**src/rtl/imem_boot_ctrl_if.sv**
```systemverilog
// Bus bundle for the instruction-memory boot controller: program-load byte
// stream, CPU fetch/stall control and the instruction-memory write/address path.
interface imem_boot_ctrl_if #(
    parameter int ADDR_W = 32,
    parameter int LEN_W  = 16
);
    logic              load_start;
    logic [LEN_W-1:0]  load_len;
    logic              byte_valid;
    logic [7:0]        byte_data;
    logic              byte_ready;
    logic [ADDR_W-1:0] cpu_pc;
    logic              cpu_stall;
    logic              cpu_pc_reset;
    logic              mem_we;
    logic [ADDR_W-1:0] mem_addr;
    logic [31:0]       mem_wdata;
    logic              load_done;
    logic              load_error;
    logic              fetch_fault;

    // Host / CPU side: drives load requests, program bytes and the fetch PC.
    modport master (
        output load_start, load_len, byte_valid, byte_data, cpu_pc,
        input  byte_ready, cpu_stall, cpu_pc_reset, mem_we, mem_addr,
               mem_wdata, load_done, load_error, fetch_fault
    );

    // Controller side.
    modport slave (
        input  load_start, load_len, byte_valid, byte_data, cpu_pc,
        output byte_ready, cpu_stall, cpu_pc_reset, mem_we, mem_addr,
               mem_wdata, load_done, load_error, fetch_fault
    );
endinterface

```
**src/rtl/imem_boot_ctrl.sv**
```systemverilog
// Instruction-memory boot controller. Holds the CPU stalled while a program
// arrives as a little-endian byte stream, packs it into 32-bit words written
// from word 0 upward, pulses a PC reset, then hands the fetch path to the CPU.
module imem_boot_ctrl #(
    parameter int ADDR_W = 32,
    parameter int DEPTH  = 64,
    parameter int LEN_W  = 16
) (
    input  logic              clk,
    input  logic              reset,
    imem_boot_ctrl_if.slave   bus
);

    typedef enum logic [2:0] {
        ST_WAIT    = 3'd0,
        ST_LOAD    = 3'd1,
        ST_WRITE   = 3'd2,
        ST_RELEASE = 3'd3,
        ST_RUN     = 3'd4
    } state_t;

    localparam logic [LEN_W:0]    DEPTH_L = (LEN_W+1)'(DEPTH);
    localparam logic [ADDR_W-1:0] DEPTH_A = ADDR_W'(DEPTH);
    localparam logic [LEN_W-1:0]  ONE_L   = LEN_W'(1'b1);
    localparam logic [LEN_W-1:0]  ZERO_L  = {LEN_W{1'b0}};

    state_t            state_q, state_d;
    logic [LEN_W-1:0]  len_q, len_d;
    logic [LEN_W-1:0]  word_cnt_q, word_cnt_d;
    logic [1:0]        byte_cnt_q, byte_cnt_d;
    logic [31:0]       asm_q, asm_d;
    logic              load_done_q, load_done_d;
    logic              load_error_q, load_error_d;
    logic [ADDR_W-1:0] pc_word_s;

    // A load length is usable only if it is non-zero and fits the memory.
    function automatic logic len_legal(input logic [LEN_W-1:0] len);
        return (len != ZERO_L) && ({1'b0, len} <= DEPTH_L);
    endfunction

    assign pc_word_s = {2'b00, bus.cpu_pc[ADDR_W-1:2]};

    // State and datapath registers; reset discards any partial word.
    always_ff @(posedge clk or negedge reset) begin
        if (!reset) begin
            state_q      <= ST_WAIT;
            len_q        <= ZERO_L;
            word_cnt_q   <= ZERO_L;
            byte_cnt_q   <= 2'd0;
            asm_q        <= 32'h0000_0000;
            load_done_q  <= 1'b0;
            load_error_q <= 1'b0;
        end else begin
            state_q      <= state_d;
            len_q        <= len_d;
            word_cnt_q   <= word_cnt_d;
            byte_cnt_q   <= byte_cnt_d;
            asm_q        <= asm_d;
            load_done_q  <= load_done_d;
            load_error_q <= load_error_d;
        end
    end

    // Next-state logic: load acceptance, byte assembly and word sequencing.
    always_comb begin
        state_d      = state_q;
        len_d        = len_q;
        word_cnt_d   = word_cnt_q;
        byte_cnt_d   = byte_cnt_q;
        asm_d        = asm_q;
        load_done_d  = load_done_q;
        load_error_d = load_error_q;
        case (state_q)
            ST_WAIT, ST_RUN: begin
                if (bus.load_start) begin
                    if (len_legal(bus.load_len)) begin
                        load_done_d  = 1'b0;
                        load_error_d = 1'b0;
                        len_d        = bus.load_len;
                        word_cnt_d   = ZERO_L;
                        byte_cnt_d   = 2'd0;
                        state_d      = ST_LOAD;
                    end else begin
                        // Illegal length: flag it and fall back to waiting.
                        load_error_d = 1'b1;
                        state_d      = ST_WAIT;
                    end
                end else begin
                    state_d = state_q;
                end
            end
            ST_LOAD: begin
                if (bus.byte_valid) begin
                    asm_d[{byte_cnt_q, 3'b000} +: 8] = bus.byte_data;
                    byte_cnt_d = byte_cnt_q + 2'd1;
                    if (byte_cnt_q == 2'd3) begin
                        state_d = ST_WRITE;
                    end else begin
                        state_d = ST_LOAD;
                    end
                end else begin
                    state_d = ST_LOAD;
                end
            end
            ST_WRITE: begin
                // Counter never runs past the latched length.
                if (word_cnt_q < len_q) begin
                    word_cnt_d = word_cnt_q + ONE_L;
                end else begin
                    word_cnt_d = word_cnt_q;
                end
                if ((word_cnt_q + ONE_L) >= len_q) begin
                    load_done_d = 1'b1;
                    state_d     = ST_RELEASE;
                end else begin
                    state_d = ST_LOAD;
                end
            end
            ST_RELEASE: begin
                state_d = ST_RUN;
            end
            default: begin
                state_d = ST_WAIT;
            end
        endcase
    end

    // Moore output decode; only mem_addr and fetch_fault follow cpu_pc in RUN.
    always_comb begin
        bus.cpu_stall    = 1'b1;
        bus.byte_ready   = 1'b0;
        bus.mem_we       = 1'b0;
        bus.mem_wdata    = 32'h0000_0000;
        bus.cpu_pc_reset = 1'b0;
        bus.mem_addr     = ADDR_W'(word_cnt_q);
        bus.fetch_fault  = 1'b0;
        bus.load_done    = load_done_q;
        bus.load_error   = load_error_q;
        case (state_q)
            ST_LOAD: begin
                bus.byte_ready = 1'b1;
            end
            ST_WRITE: begin
                bus.mem_we    = 1'b1;
                bus.mem_wdata = asm_q;
            end
            ST_RELEASE: begin
                bus.cpu_pc_reset = 1'b1;
            end
            ST_RUN: begin
                bus.cpu_stall   = 1'b0;
                bus.mem_addr    = pc_word_s;
                bus.fetch_fault = (bus.cpu_pc[1:0] != 2'b00) || (pc_word_s >= DEPTH_A);
            end
            default: begin
                bus.cpu_stall = 1'b1;
            end
        endcase
    end

endmodule

```
**src/flat_wrapper.sv**
```systemverilog
// flat-port wrapper written by rule: the top's interface ports become plain ports
module imem_boot_ctrl_flat 
#(
    parameter int ADDR_W = 32,
    parameter int DEPTH  = 64,
    parameter int LEN_W  = 16
)
  (clk, reset, bus_load_start, bus_load_len, bus_byte_valid, bus_byte_data, bus_cpu_pc, bus_byte_ready, bus_cpu_stall, bus_cpu_pc_reset, bus_mem_we, bus_mem_addr, bus_mem_wdata, bus_load_done, bus_load_error, bus_fetch_fault);
  imem_boot_ctrl_if #(.ADDR_W(ADDR_W), .LEN_W(LEN_W)) bus_i ();
  input  logic clk;
  input  logic reset;
  input wire logic [$bits(bus_i.load_start)-1:0] bus_load_start;
  input wire logic [$bits(bus_i.load_len)-1:0] bus_load_len;
  input wire logic [$bits(bus_i.byte_valid)-1:0] bus_byte_valid;
  input wire logic [$bits(bus_i.byte_data)-1:0] bus_byte_data;
  input wire logic [$bits(bus_i.cpu_pc)-1:0] bus_cpu_pc;
  output wire logic [$bits(bus_i.byte_ready)-1:0] bus_byte_ready;
  output wire logic [$bits(bus_i.cpu_stall)-1:0] bus_cpu_stall;
  output wire logic [$bits(bus_i.cpu_pc_reset)-1:0] bus_cpu_pc_reset;
  output wire logic [$bits(bus_i.mem_we)-1:0] bus_mem_we;
  output wire logic [$bits(bus_i.mem_addr)-1:0] bus_mem_addr;
  output wire logic [$bits(bus_i.mem_wdata)-1:0] bus_mem_wdata;
  output wire logic [$bits(bus_i.load_done)-1:0] bus_load_done;
  output wire logic [$bits(bus_i.load_error)-1:0] bus_load_error;
  output wire logic [$bits(bus_i.fetch_fault)-1:0] bus_fetch_fault;
  assign bus_i.load_start = bus_load_start;
  assign bus_i.load_len = bus_load_len;
  assign bus_i.byte_valid = bus_byte_valid;
  assign bus_i.byte_data = bus_byte_data;
  assign bus_i.cpu_pc = bus_cpu_pc;
  assign bus_byte_ready = bus_i.byte_ready;
  assign bus_cpu_stall = bus_i.cpu_stall;
  assign bus_cpu_pc_reset = bus_i.cpu_pc_reset;
  assign bus_mem_we = bus_i.mem_we;
  assign bus_mem_addr = bus_i.mem_addr;
  assign bus_mem_wdata = bus_i.mem_wdata;
  assign bus_load_done = bus_i.load_done;
  assign bus_load_error = bus_i.load_error;
  assign bus_fetch_fault = bus_i.fetch_fault;
  imem_boot_ctrl #(.ADDR_W(ADDR_W), .DEPTH(DEPTH), .LEN_W(LEN_W)) u_core (.clk(clk), .reset(reset), .bus(bus_i));
endmodule
```
**config.mk**
```make
export PLATFORM = sky130hd
export DESIGN_NAME = imem_boot_ctrl_flat
export DESIGN_NICKNAME = d
export VERILOG_FILES = /design/src/rtl/imem_boot_ctrl_if.sv /design/src/rtl/imem_boot_ctrl.sv /design/src/flat_wrapper.sv
export SDC_FILE = /design/constraint.sdc
export NUM_CORES = 1
export LEC_CHECK = 0
export ABC_AREA = 1
export BUFFER_PORTS_ARGS = -buffer_cell sky130_fd_sc_hd__buf_2
export CORE_MARGIN = 5
export CORE_UTILIZATION = 50
export DETAILED_ROUTE_END_ITERATION = 8
export PLACE_DENSITY = 0.75
export SYNTH_ARGS = -nofsm -noshare
export SYNTH_HDL_FRONTEND = slang
export SYNTH_SLANG_ARGS = --single-unit
export TNS_END_PERCENT = 30
```
**constraint.sdc**
```tcl
create_clock -name clk -period 6.07 [get_ports clk]
set_input_delay 0.607 -clock clk [delete_from_list [all_inputs] [get_ports clk]]
set_output_delay 0.607 -clock clk [all_outputs]
set_load 0.01 [all_outputs]
```
### Yosys cells after proc, flatten, opt, wreduce, memory -nomap -nowiden

Index checks and enable logic that the tools add are counted.

* flip-flop bits (word level): 71
* bits in latches: 0
* RAM bits: 0
* bits in read-only memories: 0
* output and inout port bits: 71
* word-level logic and storage cells: 67
* memories kept: 0

* $add $sub $neg: 3
* multiply operators: 0
* div/mod/pow operators: 0
* magnitude comparators: 4
* equal/unequal tests: 10
* shift operators: 2
* mux-type cells: 27
* bitwise gates (word level): 0
* reduce and logical (&&, ||, !) cells: 14

Operators by type and width (count)
* $mux W16: 3
* $bwmux W32: 1
* $mux W32: 1
* $pmux W16 S2: 1
* $shift A8 B7 Y32 const A: 1
* $shiftx A8 B7 Y32: 1
* $ge A30 B7 Y1 const B: 1
* $mux W30: 1
* $add A16 B1 Y16 const B: 1
* $ge A16 B16 Y1: 1
* $le A16 B7 Y1 const B: 1
* $lt A16 B16 Y1: 1
* $reduce_bool A16 Y1: 1
* $mux W2: 6
* $pmux W3 S4: 1
* $reduce_and A4 Y1: 3
* $mux W1: 10
* $neg A5 Y7: 1
* $eq A3 B2 Y1 const B: 2
* $ne A2 B1 Y1 const B: 3
* $reduce_bool A2 Y1: 3
* $ne A2 B2 Y1 const B: 2
* $pmux W2 S2: 1
* $reduce_and A2 Y1: 2
* other kinds (11): 11

### Longest topological paths before layout

* depth after elaboration: 5
* gate-level depth with buffers: 18

### Worst setup path after synthesis

OpenSTA, ideal clock, no wires.

* kind: register -> register
* from: register u_core.byte_cnt_q[0]
* to: register u_core.asm_q[16]
* arrival: 2.071 ns
* data required time: 5.987 ns
* path slack: 3.917 ns
* stages on the path, launching flop included: 9
* buffers on the path: 2
* clock period less this slack: 2.153 ns
* cell sequence: dfrtp_1 clkbuf_1 clkbuf_1 inv_1 ha_1 inv_1 nor3_1 nand3_1 o21ai_0

* longest elaborated chain between the ends: 3
* elaborated cells between the ends (all ways): 4
* those cells by class: add/sub (1); shift (2); mux (1)

Ends and longest elaborated chain
* start: declaration: RTL line imem_boot_ctrl.sv:30 `logic [1:0] byte_cnt_q, byte_cnt_d;`
* start signal: assignment: RTL line imem_boot_ctrl.sv:57 `byte_cnt_q <= byte_cnt_d;`
* $neg A5 Y7 *: RTL line imem_boot_ctrl.sv:94 `asm_d[{byte_cnt_q, 3'b000} +: 8] = bus.byte_data;`
* $shiftx A8 B7 Y32 / $shift A8 B7 Y32 (equally long branches): RTL line imem_boot_ctrl.sv:94
* $bwmux W32 *: RTL line imem_boot_ctrl.sv:94
* end signal: assignment: RTL line imem_boot_ctrl.sv:58 `asm_q <= asm_d;`
* end: declaration: RTL line imem_boot_ctrl.sv:31 `logic [31:0] asm_q, asm_d;`

Every way passes the cells marked *; elsewhere a longest branch is shown, timed or not.
A chain may end at the register's enable or synchronous reset.

### Final worst setup path

* from: register u_core.state_q[1]
* to: output port bus_mem_wdata[25]

* longest elaborated chain between the ends: 2

Ends and longest elaborated chain
* start: declaration: RTL line imem_boot_ctrl.sv:27 `state_t state_q, state_d;`
* start signal: assignment: RTL line imem_boot_ctrl.sv:54 `state_q <= state_d;`
* $eq A3 B2 Y1: RTL line imem_boot_ctrl.sv:139 `case (state_q)`
* $mux W32: RTL line imem_boot_ctrl.sv:139
* end: declaration: RTL line flat_wrapper.sv:22 `output wire logic [$bits(bus_i.mem_wdata)-1:0] bus_mem_wdata;`

Every way passes these cells.

==> impl_summary.log <==
[metrics] run status: finished clean
[metrics] most common cell in the synthesized netlist: nand2_1
[metrics] pwr dens: 152 mW/mm²
[metrics] fraction of layout cells with a size suffix above 1: 0.194
[metrics] share of synthesized registers carrying an async set or reset: 1.00
[metrics] number of global-route vias before repair: 4652
[metrics] startpoint types: flop
[metrics] area of the die: 0.0120 mm²
[metrics] antenna fix cells: 0
[metrics] total setup violations reported at the end of the flow: 0
[metrics] wirelength, routed: 13100 µm
[metrics] Die Width: 109 µm
[metrics] Num CTS Buffers: 9
[metrics] Static Leakage: 3.56 nW
[metrics] area growth from synthesis to layout: 17.9%
[metrics] unrepaired setup endpoints after global routing: no
[metrics] I/O pin cnt: 131
[metrics] flip-flop and latch count after synthesis: 71
[metrics] CTS Root Cell: clkbuf_8
[metrics] Filler Cells Inserted: 894
[metrics] type of the tightest min-delay check: in2async
[metrics] worst-margin pin slew: 911 ps
[metrics] Final Wtd Congestion: 0.965
[metrics] pin count of the biggest net entering global routing: 72
[metrics] CTS clock-pin slew for the worst setup and hold paths: 90 ps
[metrics] area of the core: 0.00968 mm²
[metrics] number of clock sinks: 71
[metrics] launch point of the worst path: u_core.state_q[1]
[metrics] worst r2r src: u_core.byte_cnt_q[0]
[metrics] routed via count divided by cell count: 4.99
[metrics] layer carrying the most global-route usage: met2
[metrics] worst setup path endpoint: bus_mem_wdata[25]
[metrics] mean routed wirelength per cell: 13.4 µm
[metrics] Max Slew Vio Count: 0
[metrics] Synth Flop Type: dfrtp_1
[metrics] Max-Cap Viols: 0
[metrics] final hold vios: 0
[metrics] sequential cell area: 0.00178 mm²
[metrics] CTS tree: built
[metrics] warnings from Yosys: 0
[metrics] first-pass GRT wire length: 21300 µm
[metrics] share of the cycle needed by the critical path after routing: 0.468
[metrics] total routing usage reported by global routing: 0.222
[metrics] count of input and output buffers: 128
[metrics] vertical die dimension: 109 µm
[metrics] kind of critical path: reg2out
[metrics] count of routing violations after the opening detailed-route iteration: 262
[metrics] final-layout setup total negative slack: 0 ps
[metrics] number of cells traversed by the worst register-to-register path: 6
[metrics] hold buffers post-CTS: 0
[metrics] synthesized area per cell: 6.89 µm²
[metrics] most numerous cell types in the synthesized netlist: nand2_1 (149), inv_1 (141), nor2_1 (118)
[metrics] number of buffers on the longest clock path: 2
[metrics] number of unique standard cell types used by synthesis: 33
[metrics] cell count after synthesis: 716
[metrics] vias: 4867
[metrics] reg-to-reg setup timing slack: 3670 ps
[metrics] number of levels the H-tree was split into: 3
[metrics] met1 Track Usage GR: 0.282
[metrics] row count: 36
[metrics] sequential area share after synthesis: 0.360
[metrics] biggest area contributors in the synthesized netlist: dfrtp_1 (36%), nand2_1 (11%), inv_1 (11%)
[metrics] required time at the worst-slack endpoint: 5460 ps
[metrics] number of routed nets with antenna violations: 0
[metrics] met3 capacity usage during global routing: 0.0411
[metrics] Final min period: 2840 ps
[metrics] worst supply voltage drop on vdd: 0.132 mV
[metrics] type of element capturing the critical path: primary output
[metrics] maximum fanout encountered on the critical timing path: 32
[metrics] capture instance of the worst register-to-register path: u_core.asm_q[17]
[metrics] remaining routing DRC violations: 0
[metrics] multi-input gate area in the final layout: 0.00249 mm²
[metrics] aggregate global routing overflow: 0
[metrics] net count reported at finish: 935
[metrics] number of enable-type register cells in the synthesized netlist: 0
[metrics] Power, Total: 0.884 mW
[metrics] Min Hold Slack: 459 ps
[metrics] most area-hungry cell type in the Yosys netlist: dfrtp_1
[metrics] buffer count from post-CTS setup fixing: 0
[metrics] number of search-and-repair iterations in the first detailed-routing pass: 5
[metrics] initial core utilization: 0.509
[metrics] worst endpoint data arrival time: 2230 ps
[metrics] HPWL reported at the end of detailed placement: 9900 µm
[metrics] area share of the largest cell type after synthesis: 0.360
[metrics] Rel. slew slack: 0.393
[metrics] highest clock rate: 352 MHz
[metrics] antenna violations before repair: 0
[metrics] CTS resizes: 0
[metrics] Worst-Skew Late Latency: 360 ps
[metrics] Fin Clk Skew: 12.0 ps
[metrics] met2 demand-to-capacity share in global routing: 0.385
[metrics] Netlist Area Pre-Place: 0.00493 mm²
==> worst min path at each step <==
| stage | cells after the start | slack (ps) | end |
|---|---|---|---|
| global placement | 2 | 450 | u_core.len_q[8] |
| CTS | 3 | 460 | u_core.len_q[0] |
| global route | 3 | 480 | u_core.len_q[4] |
| detailed placement | 2 | 450 | u_core.len_q[9] |
| floorplan | 0 | 310 | u_core.asm_q[0] |
| finish | 2 | 460 | u_core.word_cnt_q[12] |
==> cell usage in the layout, fill, tap and decap left out, drive strengths merged, types with 13 or more instances in the layout <==
cell type and count:
nand2 151, nand3 50, ha 38, nand4 13, a21oi 25, buf 131
nor2 124, dfrtp 71, inv 144, o21ai 50
==> cells by family (layout without fill, tap and decap cells) <==
logic type	Yosys count	in the layout	synth area share
buffers and inverters	165	290	0.135
AND/OR/NAND/NOR	351	351	0.303
AO/OA/AOI/OAI	84	84	0.0916
multiplexers	3	3	0.00685
flip-flops	71	71	0.360
adder cells (fa/ha/maj)	38	38	0.0964
XOR/XNOR	3	3	0.00533
other	1	2	0.000760
==> where the power goes <==
group	total, mW	leakage (nW)	internal, mW	switching (mW)
logic	0.0499	2.69	0.0196	0.0303
clock network	0.358	0.0849	0.161	0.197
registers	0.476	0.785	0.475	0.00102
total	0.884	3.56	0.656	0.229
==> final cells by class <==
class | count | area share
multi-input cells | 481 | 0.428
flip-flops and latches | 71 | 0.305
repair buffers | 131 | 0.114
inverters | 143 | 0.0923
well taps | 133 | 0.0286
clock buffers | 10 | 0.0237
clock inverters | 6 | 0.00774
==> worst max-delay path, stage by stage, from the launching register on <==
cell,delay [ps]
dfrtp_1,470
inv_2,90
nor3_4,280
inv_1,360
buf_4,350
nor2_1,160
buf_2,150
==> metal layers <==
layer,wire length [µm],up-vias
li1,-,2458
met1,5490,2181
met2,6230,208
met3,1140,20
met4,208,0
met5,0,-
==> metrics by stage <==
stage	worst slack (ps)	cell area, µm²	utilization	instances
floorplan	3920	4940	-	717
global placement	3660	5630	0.582	959
detailed placement	3630	5630	0.582	959
CTS	3230	5820	0.601	975
global route	3100	5820	0.601	975
finish	3230	5820	0.601	975
==> sequential cells by signal, summed over array words and instances, names as in the netlist <==
register and count:
u_core.bus.load_done 1, u_core.word_cnt_q 16, u_core.asm_q 32, u_core.len_q 16
u_core.byte_cnt_q 2, u_core.bus.load_error 1, u_core.state_q 3
Power figures use the tool's default switching activity.
